===== config.mk =====
export PLATFORM = sky130hd
export DESIGN_NAME = axis_fork_lane_sink
export DESIGN_NICKNAME = d
export VERILOG_FILES = /design/src/rtl/axis_fork_lane_sink.sv
export SDC_FILE = /design/constraint.sdc
export NUM_CORES = 1
export LEC_CHECK = 0
export ABC_CLOCK_PERIOD_IN_PS = 6400
export CAP_MARGIN = 20
export CORE_ASPECT_RATIO = 0.75
export CORE_MARGIN = 4
export CORE_UTILIZATION = 40
export DETAILED_ROUTE_END_ITERATION = 6
export DONT_BUFFER_PORTS = 1
export PLACE_DENSITY_LB_ADDON = 0.08
export SYNTH_ARGS = -nofsm -noshare
export SYNTH_HDL_FRONTEND = slang
export SYNTH_SLANG_ARGS = --single-unit

===== constraint.sdc =====
create_clock -name clk -period 6.4 [get_ports clk]
set_input_delay 0.32 -clock clk [delete_from_list [all_inputs] [get_ports clk]]
set_output_delay 0.32 -clock clk [all_outputs]
set_load 0.005 [all_outputs]

===== src/rtl/axis_fork_lane_sink.sv =====
// -----------------------------------------------------------------------------
// axis_fork_lane_sink
//
// Per-lane receive stage that sits directly downstream of one output lane of
// the fork arbiter. It consumes the lane's AXI-Stream and strips the
// end-of-fork marker beat (tdata all ones with tlast=1). The last real data
// word of the frame is re-marked with tlast. Words are buffered in a FIFO,
// and frame completion is reported to the lane controller.
//
// A one-word hold register sits in front of the FIFO. A word is only known to
// be "last" once the following beat arrives, so every DATA word waits in the
// hold register until the next beat is accepted.
//
// Optional build macro: AXIS_LANE_STAT_EN
//   defined   : frame_words captures word_count on each completed frame, and
//               a 32-bit frame counter (r_frame_cnt) counts completed frames.
//   undefined : frame_words is tied to zero and no statistics flops exist.
//
// Ports:
//   clk, rst_n          clock, asynchronous active-low reset
//   s_axis_*            lane input stream (tready combinational, no tvalid path)
//   m_axis_*            buffered output stream (head of FIFO)
//   lane_done           one-cycle pulse once a frame has fully drained
//   word_count          data words pushed in the current frame (saturating)
//   err_tlast           sticky: tlast seen on a non-marker beat
//   frame_words         word count of the last completed frame (statistics)
// -----------------------------------------------------------------------------
module axis_fork_lane_sink #(
   parameter int DATA_WIDTH = 64,
   parameter int DEPTH      = 16,
   parameter int CNT_WIDTH  = 16
) (
   input  logic                  clk,
   input  logic                  rst_n,
   output logic                  s_axis_tready,
   input  logic [DATA_WIDTH-1:0] s_axis_tdata,
   input  logic                  s_axis_tlast,
   input  logic                  s_axis_tvalid,
   input  logic                  m_axis_tready,
   output logic [DATA_WIDTH-1:0] m_axis_tdata,
   output logic                  m_axis_tlast,
   output logic                  m_axis_tvalid,
   output logic                  lane_done,
   output logic [CNT_WIDTH-1:0]  word_count,
   output logic                  err_tlast,
   output logic [31:0]           frame_words
);

   localparam int AW = $clog2(DEPTH);
   localparam int PW = AW + 1;

   typedef enum logic [1:0] {
      S_IDLE,
      S_RUN,
      S_DRAIN,
      S_DONE
   } state_t;

   state_t                r_state;
   state_t                w_state_next;

   logic [DATA_WIDTH-1:0] r_hold_data;
   logic                  r_hold_valid;

   logic [DATA_WIDTH:0]   r_mem [DEPTH];
   logic [PW-1:0]         r_wr_ptr;
   logic [PW-1:0]         r_rd_ptr;
   logic [PW-1:0]         w_rd_ptr_next;

   logic [CNT_WIDTH-1:0]  r_word_count;
   logic                  r_err_tlast;

   logic                  w_empty;
   logic                  w_full;
   logic                  w_marker;
   logic                  w_accept;
   logic                  w_push;
   logic                  w_pop;
   logic                  w_drained;
   logic [DATA_WIDTH:0]   w_head;

   // ---------------------------------------------------------------------------
   // Beat classification and handshakes
   // ---------------------------------------------------------------------------
   assign w_marker = s_axis_tlast & (&s_axis_tdata);

   // Held low during reset. Otherwise it depends only on state and FIFO room.
   assign s_axis_tready = rst_n & ((r_state == S_RUN) | (r_state == S_IDLE)) & ~w_full;

   assign w_accept = s_axis_tvalid & s_axis_tready;

   // Any accepted beat flushes a waiting word. Only a marker tags it as last.
   assign w_push   = w_accept & r_hold_valid;
   assign w_pop    = ~w_empty & m_axis_tready;

   // ---------------------------------------------------------------------------
   // FIFO: wrap-bit pointers, full/empty from MSB comparison
   // ---------------------------------------------------------------------------
   assign w_empty = (r_wr_ptr == r_rd_ptr);
   assign w_full  = (r_wr_ptr[AW] != r_rd_ptr[AW]) &&
                    (r_wr_ptr[AW-1:0] == r_rd_ptr[AW-1:0]);

   assign w_rd_ptr_next = r_rd_ptr + PW'(w_pop);
   // No pushes happen in DRAIN, so "empty after this cycle's pop" only needs the
   // advanced read pointer.
   assign w_drained     = (w_rd_ptr_next == r_wr_ptr);

   // Storage array carries no reset. Its contents are unobservable while the
   // pointers say empty, and the outputs are gated to zero in that case.
   always_ff @(posedge clk) begin
      if (w_push) begin
         r_mem[r_wr_ptr[AW-1:0]] <= {w_marker, r_hold_data};
      end
   end

   assign w_head        = r_mem[r_rd_ptr[AW-1:0]];
   assign m_axis_tvalid = ~w_empty;
   assign m_axis_tdata  = w_empty ? '0 : w_head[DATA_WIDTH-1:0];
   assign m_axis_tlast  = ~w_empty & w_head[DATA_WIDTH];

   always_ff @(posedge clk or negedge rst_n) begin
      if (!rst_n) begin
         r_wr_ptr <= '0;
         r_rd_ptr <= '0;
      end else begin
         if (w_push) begin
            r_wr_ptr <= r_wr_ptr + PW'(1);
         end
         r_rd_ptr <= w_rd_ptr_next;
      end
   end

   // ---------------------------------------------------------------------------
   // Hold register
   // ---------------------------------------------------------------------------
   always_ff @(posedge clk or negedge rst_n) begin
      if (!rst_n) begin
         r_hold_data  <= '0;
         r_hold_valid <= 1'b0;
      end else if (w_accept) begin
         if (w_marker) begin
            r_hold_valid <= 1'b0;
         end else begin
            r_hold_data  <= s_axis_tdata;
            r_hold_valid <= 1'b1;
         end
      end
   end

   // ---------------------------------------------------------------------------
   // Frame FSM
   // ---------------------------------------------------------------------------
   always_ff @(posedge clk or negedge rst_n) begin
      if (!rst_n) begin
         r_state <= S_IDLE;
      end else begin
         r_state <= w_state_next;
      end
   end

   always_comb begin
      w_state_next = r_state;
      case (r_state)
         S_IDLE: begin
            if (w_accept) begin
               w_state_next = w_marker ? S_DRAIN : S_RUN;
            end
         end
         S_RUN: begin
            if (w_accept && w_marker) begin
               w_state_next = S_DRAIN;
            end
         end
         S_DRAIN: begin
            if (w_drained) begin
               w_state_next = S_DONE;
            end
         end
         S_DONE: begin
            w_state_next = S_IDLE;
         end
         default: begin
            w_state_next = S_IDLE;
         end
      endcase
   end

   assign lane_done = (r_state == S_DONE);

   // ---------------------------------------------------------------------------
   // Counters and error flag
   // ---------------------------------------------------------------------------
   always_ff @(posedge clk or negedge rst_n) begin
      if (!rst_n) begin
         r_word_count <= '0;
         r_err_tlast  <= 1'b0;
      end else begin
         // DONE always exits to IDLE, so clearing here equals "entering IDLE".
         if (r_state == S_DONE) begin
            r_word_count <= '0;
         end else if (w_push && !(&r_word_count)) begin
            r_word_count <= r_word_count + CNT_WIDTH'(1);
         end
         if (w_accept && s_axis_tlast && !w_marker) begin
            r_err_tlast <= 1'b1;
         end
      end
   end

   assign word_count = r_word_count;
   assign err_tlast  = r_err_tlast;

`ifdef AXIS_LANE_STAT_EN
   logic [31:0] r_frame_words;
   logic [31:0] r_frame_cnt;

   always_ff @(posedge clk or negedge rst_n) begin
      if (!rst_n) begin
         r_frame_words <= '0;
         r_frame_cnt   <= '0;
      end else if (r_state == S_DONE) begin
         r_frame_words <= 32'(r_word_count);
         r_frame_cnt   <= r_frame_cnt + 32'd1;
      end
   end

   assign frame_words = r_frame_words;
`else
   assign frame_words = '0;
`endif

endmodule


* After elaboration in Yosys (flattened, before gate mapping)
Memories as Yosys holds them, arrays and structs flattened.
Cells that the tools add are included.
Widths: inputs -> output; s select.
** Storage, ports and cells
- Input bits :: 69
- Bits in registers :: 94
- Memories kept :: 1
- Bits in writable memories :: 1040
** Memory list
- r_mem :: depth 16, width 65, read ports 1, clocked after Yosys merged registers in 0, write ports 1, line 65 : logic [DATA_WIDTH:0] r_mem [DEPTH];
** Operators by class
- Bitwise logic cells :: 11
- Muxes and demuxes :: 11
- Add/subtract/negate cells :: 3
- Equality and inequality tests :: 10
- Reductions and logical operators :: 13
** Operators with widths (number)
- $mux 64 :: 1
- $reduce_and 64->1 :: 1
- $mux 16 :: 2
- $add 16x1->16 const B :: 1
- $reduce_and 16->1 :: 1
- $eq 5x5->1 :: 2
- $mux 2 :: 4
- $pmux 2 s4 :: 1
- $and 1x1->1 :: 7
- $add 5x1->5 :: 1
- $add 5x1->5 const B :: 1
- $logic_and 1x1->1 :: 5
- $eq 2x2->1 const B :: 2
- $eq 4x4->1 :: 1
- $ne 2x2->1 const B :: 2
- $mux 1 :: 3
- $not 1->1 :: 3
- $reduce_and 3->1 :: 1
- $eq 2x1->1 const B :: 1
- $logic_not 1->1 :: 2
- $logic_not 2->1 :: 1
- $ne 2x1->1 const B :: 1
- $reduce_and 2->1 :: 1
- $reduce_bool 2->1 :: 1
- other kinds (2) :: 2

* Depth between registers and ports, before layout
Gate-level depths: netlist of the first run.
- Word-level depth :: 9
- Gate-level depth with buffers :: 14
- Gate-level depth less buffers :: 12

* Worst setup path after synthesis of the first run
OpenSTA, ideal clock, no wires.
- Path type :: flip-flop to flip-flop
- Start point :: reg r_state[0]
- End point :: mem r_mem[0][0] (netlist name) (enable)
- Setup slack :: -197 ps
- Library setup time :: 568 ps
- Buffers on the path :: 1
- Cell stages (with the launch flop) :: 9
- Clock period less this slack :: 6597 ps
- Data arrival time :: 6029 ps
- Data required time :: 5832 ps
- Cell sequence :: dfrtp_1 inv_1 ha_1 o211a_1 nand2_1 a21oi_1 buf_2 nand2_1 nor3_1
** Between the ends
- Longest elaborated chain between the ends :: 8
- Elaborated cells on any way between the ends :: 9
- Those cells by class :: eq/ne (1); mux (2); bitwise (5); reduce/logical (1)
** RTL lines
- start, declared :: line 59 : state_t r_state;
- start signal, assigned :: line 157 : r_state <= w_state_next;
- $eq 2x1->1 / $logic_not 2->1 (equally long branches) :: line 88 : assign s_axis_tready = rst_n & ((r_state == S_RUN) | (r_state == S_IDLE)) & ~w_full;
- $or 1x1->1 * :: line 88
- $and 1x1->1 * (2 in series) :: line 88
- $and 1x1->1 * :: line 90 : assign w_accept = s_axis_tvalid & s_axis_tready;
- $and 1x1->1 * :: line 93 : assign w_push = w_accept & r_hold_valid;
- $mux 1 * :: line 111 : if (w_push) begin
- $mux 1 (implied by the code) * :: line 112 : r_mem[r_wr_ptr[AW-1:0]] <= {w_marker, r_hold_data};
- end, declared :: line 65
Mark *: on every way between the ends. The rest lies on a longest branch, timed or not.

* Worst setup path in the final report of the first run
- Start point :: reg r_rd_ptr[3]
- End point :: out m_axis_tdata[16]
** Between the ends
- Longest elaborated chain between the ends :: 2
- Elaborated cells on any way between the ends :: 3
- Those cells by class :: eq/ne (1); mux (1); memory (1)
** RTL lines
- start, declared :: line 67 : logic [PW-1:0] r_rd_ptr;
- start signal, assigned :: line 129 : r_rd_ptr <= w_rd_ptr_next;
- $mem_v2 16x65 / $eq 5x5->1 (equally long branches)
- $mux 64 * :: line 118 : assign m_axis_tdata = w_empty ? '0 : w_head[DATA_WIDTH-1:0];
- end, declared :: line 40 : output logic [DATA_WIDTH-1:0] m_axis_tdata,
Marks and branches as above.

==> results of run 1 <==
## stage by stage
stage / power [µW] / instance area (µm²)
global route: 23850 / 50490
detailed placement: 16380 / 45990
global placement: 16250 / 45970
CTS: 23150 / 50450
finish: 22770 / 50500
floorplan: 14460 / 44300
## metal layers
metal / track usage (%) / up-vias / part of all wire, %
li1: - / 8210 / -
met1: 26.84 / 11110 / 43
met4: 3.887 / 0 / 1.6
met3: 3.837 / 128 / 5.5
met2: 31.11 / 525 / 49
met5: 0 / - / 0
## tightest hold or removal path, cell delays in order
cell and delay [ps]:
nand4_1 200, nor4_4 90, buf_8 160
## cells by family (layout without fill, tap and decap cells)
family	Yosys count	after routing	synth area share, %
buffers and inverters	135	339	1.765
other	1	37	0.008489
adders and majority gates	11	11	0.3115
AOI/OAI and AO/OA	22	22	0.3881
xor gates and xnor gates	28	28	0.5551
and+or+nand+nor	175	175	2.291
muxes	391	391	18.66
DFF	1134	1134	76.02
## state kept, by name, indices dropped and copies added (netlist names)
name          flops
r_state           2
r_wr_ptr          5
r_hold_data      64
word_count       16
r_mem          1040
r_hold_valid      1
err_tlast         1
r_rd_ptr          5
## worst max path at each step
| stage | start | end | slack (ps) | cells past startpoint |
|---|---|---|---|---|
| floorplan | r_state[0] | r_mem[1][0] | -200 | 8 |
| detailed placement | s_axis_tdata[12] | r_hold_data[5] | 1710 | 7 |
| CTS | r_rd_ptr[3] | m_axis_tdata[16] | 1850 | 6 |
| finish | r_rd_ptr[3] | m_axis_tdata[16] | 1990 | 6 |
| global placement | s_axis_tdata[12] | r_hold_data[4] | 1840 | 7 |
| global route | r_rd_ptr[3] | m_axis_tlast | 1740 | 6 |
## cells in the final DEF, fill, tap and decap left out, types with 3 or more instances in the layout
| cell | Yosys | final |
|---|---|---|
| clkinv_1 | 0 | 18 |
| mux2_2 | 16 | 16 |
| xor2_1 | 13 | 13 |
| nand2_1 | 17 | 17 |
| nand4_1 | 18 | 18 |
| nor2b_1 | 69 | 69 |
| and4_1 | 4 | 4 |
| nor3_2 | 0 | 3 |
| clkbuf_1 | 37 | 23 |
| clkinvlp_4 | 0 | 3 |
| buf_4 | 33 | 31 |
| xnor2_1 | 15 | 15 |
| buf_12 | 6 | 14 |
| o21ai_0 | 3 | 3 |
| nand3_1 | 10 | 10 |
| nor2_1 | 29 | 16 |
| nor4_1 | 3 | 3 |
| dlygate4sd3_1 | 0 | 68 |
| nor3_1 | 8 | 4 |
| dfrtp_1 | 94 | 90 |
| nor2_4 | 0 | 13 |
| inv_6 | 0 | 4 |
| mux4_2 | 325 | 325 |
| bufinv_16 | 0 | 11 |
| conb_1 | 1 | 32 |
| clkbuf_16 | 0 | 115 |
| edfxtp_1 | 1040 | 1040 |
| diode_2 | 0 | 5 |
| ha_1 | 11 | 11 |
| a21oi_1 | 4 | 4 |
| dfrtp_4 | 0 | 4 |
| clkinv_2 | 0 | 25 |
| inv_1 | 10 | 10 |
| clkbuf_8 | 0 | 11 |
| mux2_4 | 49 | 49 |
## layout make-up
| class | instances | area, µm² | share of cell area (%) |
|---|---|---|---|
| sequential | 1134 | 33600 | 66.53 |
| multi-input combinational | 659 | 10060 | 19.91 |
| clock buffer | 149 | 3115 | 6.169 |
| tap | 1444 | 1807 | 3.578 |
| timing repair buffer | 115 | 1236 | 2.448 |
| clock inverter | 65 | 638.1 | 1.264 |
| inverter | 10 | 37.54 | 0.07433 |
| antenna | 5 | 12.51 | 0.02478 |
## power by group through the flow
stage | Clock, µW | Sequential [µW] | Combinational, µW
4_1_cts | 6850 | 10800 | 5530
2_1_floorplan | 0 | 10200 | 4240
3_5_place_dp | 0 | 10900 | 5450
6_report | 6680 | 10700 | 5350
5_1_grt | 7170 | 10900 | 5770
3_3_place_gp | 0 | 10800 | 5430
## Yosys cell counts, types with 2 or more instances
master,number
edfxtp_1,1040
mux4_2,325
dfrtp_1,94
nor2b_1,69
mux2_4,49
clkbuf_1,37
buf_2,35
buf_4,33
nor2_1,29
nand4_1,18
nand2_1,17
mux2_2,16
xnor2_1,15
buf_1,13
xor2_1,13
ha_1,11
inv_1,10
nand3_1,10
nor3_1,8
buf_12,6
a21oi_1,4
and4_1,4
nor4_1,3
o21ai_0,3
a2bb2oi_1,2
o311a_1,2
or3_1,2
==> impl_results.md, run 1 <==
- Status: completed
- Slowest cell on the critical path: dfrtp_4
- Setup CP Type: flop to output pin
- Fin crit period: 4414 ps
- Number of enable flip-flop cells after synthesis: 1,040
- Clock Tree Buf Depth: 3
- Worst slew margin: 28.91%
- Worst Setup Slack, final: 1986 ps
- Skew-Pair Late Insertion Delay: 700 ps
- Number of port buffers: 0
- Post-synthesis async set-or-reset flop share: 8.289%
- Total grt overflow: 0
- Crit path max fanout: 44
- Max-slew violation count: 0
- Worst Hold Path EP: r_mem[3][64]
- Hold path startpoint: s_axis_tdata[14]
- Post-CTS Setup Bufs: 0
- Pre-CTS setup slack: 1706 ps
- Net switching power: 6619 µW
- Core ar.: 109,400 µm²
- Remaining DRCs: 0
- Top Family by Delay on Critical Path: buffers and inverters
- Main synth FF type: edfxtp_1
- Register-to-register setup slack: 2490 ps
- CTS clk-pin slew, worst paths: 60 ps
- Fraction of layout cells with a size suffix above 1: 29.88%
- Worst VDD drop: 353.3 µV
- Die area: 115,900 µm²
- Sink Count: 1,134
- Post-synth cell types: 56
- Initial drt markers: 1,763
- Buf/Inv on CP: 2
- Cell Area, Synth: 44,180 µm²
- Min Hold Slack: 280.0 ps
- H-tree Lvls: 3
- Row count: 105
- Fmax: 226.5 MHz
- Avg Cell Area, Syn: 23.29 µm²
- Cell taking the most area after synthesis: edfxtp_1
- Die X: 391.7 µm
- Clock power share: 29.3%
- Post-Layout Cell Count: 3,581
- All-layer global routing usage: 19.01%
- CP endpoint kind: output pin
- Post-DR vias/cell: 5.577
- CP dominant cell by count: buf_4
- Clk root buf: clkbuf_16
- Worst-path cell chain: xor2_1, or4_4, nor2_4, buf_4, buf_4, nor2b_1
- Synth top area share: 70.69%
- Cell count after synthesis: 1,897
- CP required: 6080 ps
- First-pass GRT wire length: 156,700 µm
- Die Span Y: 295.8 µm
- Hold Crit Class: primary input to flop
- Unrepaired setup endpoints after global routing: no
- Crit Reg-Reg Endpoint: r_mem[0][40]
- Area Overhead vs Synth: 14.31%
- Crit path largest cell delay: 990 ps
- Total length of routed wires: 109,200 µm
- Sum Neg Setup Slack: 0 ps
- Sequential element share of the synthesized area: 76.02%
- Startpoint Class: flop
- Worst slew pin tran: 1066 ps
- Drt wl/cell: 30.49 µm
- Final core occ: 46.15%
- DP Wirelength: 55,050 µm
- Combinational power share: 23.5%
- Fill cells: 9,036
- First drt pass iteration count: 5
- Crit path arrival time: 4090 ps
- Vias in the first global route: 21.12k
- Hold_buf cts: 69
- # setup viols final: 0
- Cell count of the worst reg-to-reg path: 7
- Cell count after placement: 3,291
- CTS tree: built
- Yosys warns: 0
- NumNets Final: 2,113
- Routed vias: 19.97k
- Max-cap viol count: 0
- Worst r2r src: r_rd_ptr[3]
- Power Dens Cells: 451.0 nW/µm²
- Yosys reg bits: 1,134
- Cts bufs inserted: 113
- GP Congestion: 0.7301
- Largest net degree at the start of global routing: 124
- P_int: 16,160 µW
- CTS resizes: 0
- Crit share post-route: 68.98%
- Clock Skews: 25.72 ps
- Final Hold Viols: 0
- IO Count: 186
- Antenna violations before repair: 2
- Part of the power in registers: 47.2%
- Largest cells by area after synthesis: edfxtp_1 71%, mux4_2 17%, dfrtp_1 5.3%
- Initial core utilization: 40.37%
- Sw Ratio: 29.06%
- Leakage: 0.01632 µW
- Hold path depth: 3
- Post-route antenna net violation count: 0
Note: power is estimated with default switching activity, not from simulation.
==> run 2, diff against run 1 <==
ABC_AREA = 1   (was not set)
ABC_CLOCK_PERIOD_IN_PS = 4400   (was 6400)
clock period = 4.4 ns   (was 6.4 ns; I/O delays follow)
==> impl_results.md, run 2 <==
- Die area: 118,800 µm²
- Multiplexer share of the synthesized area: 0%
- Total length of routed wires: 129,100 µm
- # setup viols final: 0
- Max-cap viol count: 0
- CP endpoint kind: output pin
- Vias in the first global route: 28.42k
- Avg Cell Area, Syn: 13.07 µm²
- Drt wl/cell: 25.39 µm
- Yosys reg bits: 1,134
- Fraction of layout cells with a size suffix above 1: 7.666%
- GP Congestion: 0.7665
- Skew-Pair Late Insertion Delay: 710 ps
- Max-slew violation count: 0
- Crit path arrival time: 3630 ps
- CTS clk-pin slew, worst paths: 60 ps
- First drt pass iteration count: 5
- Total grt overflow: 0
- Initial core utilization: 40.49%
- DP Wirelength: 64,230 µm
- Routed vias: 28.78k
- GR Layer Usage met1: 30.68%
- Unrepaired setup endpoints after global routing: no
- Core ar.: 111,900 µm²
- Number of port buffers: 0
- Startpoint Class: flop
- NumNets Final: 3,555
- Most frequent cells in the layout: 1,040 x edfxtp_1, 583 x nor2_1, 514 x o21ai_0, 265 x nand2_1, 186 x o221ai_1
- Area share of fa/ha/maj cells after synthesis: 0.3037%
- Post-Synth Simple-Gate Area: 9.405%
- Hold Crit Class: primary input to flop
- Final Hold Viols: 0
- Number of enable flip-flop cells after synthesis: 1,040
- Area Overhead vs Synth: 13.22%
- Die X: 396.7 µm
- Xor/xnor share of the synthesized area: 0.5383%
- Main synth FF type: edfxtp_1
- Post-route antenna net violation count: 0
- H-tree Lvls: 3
- Yosys warns: 0
- Net switching power: 12,640 µW
- Combinational power share: 28.2%
- Cell taking the most area after synthesis: edfxtp_1
- Synth cell count leaders: 1,040 x edfxtp_1, 599 x nor2_1, 514 x o21ai_0
- Sw Ratio: 36.89%
- Worst-path cell chain: buf_4, buf_12, o21ai_0, o221ai_1, nand3_1, a21oi_1
- Gr busiest metal: met2
- Die Span Y: 299.5 µm
- Row count: 106
- Cell count after synthesis: 3,468
- Post-synthesis async set-or-reset flop share: 8.289%
- Clock Skews: 15.56 ps
- Final core occ: 45.84%
- Met3 GRT Util: 4.079%
- Status: completed
- Buf/Inv on CP: 2
- Crit path largest cell delay: 520 ps
- Worst slew pin tran: 1222 ps
- Largest family of logic cells by synthesized area: compound AO/OA/AOI/OAI gates
- Most frequent cell after synthesis: edfxtp_1
- CP required: 4180 ps
- Crit path max fanout: 196
- Commonest non-fill, non-tap cell in the layout: edfxtp_1
- Clk root buf: clkbuf_16
- IO Count: 186
- Post-synthesis compound-gate area fraction: 12.35%
- Crit share post-route: 87.45%
- Post-DR vias/cell: 5.658
- Largest net degree at the start of global routing: 212
- Clock power share: 27.2%
- Largest register FFs: 1,040
- N_diodes: 0
- Power Dens Cells: 667.7 nW/µm²
- P_int: 21,630 µW
- Cts bufs inserted: 115
- All-layer global routing usage: 21.36%
- Clock Tree Buf Depth: 3
- Remaining DRCs: 0
- Worst slew margin: 18.52%
- Worst VDD drop: 654.7 µV
- Antenna violations before repair: 0
- Sequential element share of the synthesized area: 74.09%
- Fmax: 259.9 MHz
- Largest cells by area after synthesis: edfxtp_1 69%, o21ai_0 5.7%, dfrtp_1 5.2%
- Setup CP Type: flop to output pin
- Post-synth cell types: 34
- Leakage: 0.01678 µW
- Slowest cell on the critical path: dfrtp_4
- Synth top area share: 68.90%
- GR Layer Usage met2: 33.99%
- Top Family by Delay on Critical Path: buffers and inverters
- Fin crit period: 3848 ps
- First-pass GRT wire length: 190,400 µm
- Sink Count: 1,134
- Sum Neg Setup Slack: 0 ps
- Cell Area, Synth: 45,320 µm²
- CTS tree: built
- Part of the power in registers: 44.6%
- Initial drt markers: 2,393
-- run 2: path summary, 6_finish.rpt --
path	start	to	slack, ps	cells past startpoint
max	r_rd_ptr[0]	m_axis_tdata[37]	550	6
min	s_axis_tlast	r_state[0]	120	7
min reg2reg	err_tlast	err_tlast	520	1
min in group asynchronous	rst_n	r_hold_data[0]	160	2
max in group asynchronous	rst_n	r_hold_data[43]	3750	2
max reg2reg	r_rd_ptr[1]	r_mem[10][37]	1320	8
-- run 2: cell type report --
cell class	instances	area [µm²]
clock buffer	147	3108
multi-input combinational	2046	10500
tap	1512	1892
fill	9879	60620
timing repair buffer	139	1559
clock inverter	69	488.0
inverter	39	176.4
sequential	1134	33600
-- run 2: routing by layer --
metal / vias up / part of all wire, %
met5: - / 0
met4: 0 / 2.0
met3: 165 / 6.4
met2: 966 / 47
met1: 14720 / 45
li1: 12920 / -
-- run 2: through the flow --
| step | cell area [µm²] | hold slack (ps) | cells | setup WS, ps | total power (µW) |
|---|---|---|---|---|---|
| floorplan | 45450 | -75.59 | 3499 | -221.6 | 21240 |
| global placement | 46910 | -64.21 | 4791 | 1036 | 24900 |
| detailed placement | 46910 | -64.17 | 4791 | 1032 | 25180 |
| CTS | 51320 | 46.15 | 5086 | 226.8 | 34640 |
| global route | 51320 | 126.4 | 5086 | 141.4 | 36190 |
| finish | 51320 | 118.2 | 5086 | 552.2 | 34260 |
-- run 2: what timing repair did --
item	in CTS	in global routing
setup buffers	0	0
endpoints found under the hold margin	186	0
setup endpoints to repair	0	1
resized for setup	0	1
hold buffers	79	0
-- run 2: logic make-up (layout without fill, tap and decap cells) --
family / after synthesis / in the layout
buffers and inverters: 319 / 394
adder cells (fa/ha/maj): 11 / 11
other: 1 / 32
XOR/XNOR: 27 / 27
AO/OA/AOI/OAI: 923 / 923
flip-flops: 1134 / 1134
AND/OR/NAND/NOR: 1053 / 1053
-- run 2: power by group through the flow --
stage,combinational [µW],sequential [µW],clock [µW]
after global placement,9470,15400,0
after detailed placement,9650,15500,0
after global routing,10700,15500,10000
after floorplan,6480,14800,0
final,9660,15300,9310
after CTS,9830,15300,9520
-- run 2: worst register-to-register path: cells and delay by family, from the launching register on --
kind | cells | cell delay [ps]
xor+xnor | 1 | 190
buf+inv | 2 | 480
flops | 1 | 820
simple gates | 5 | 1210
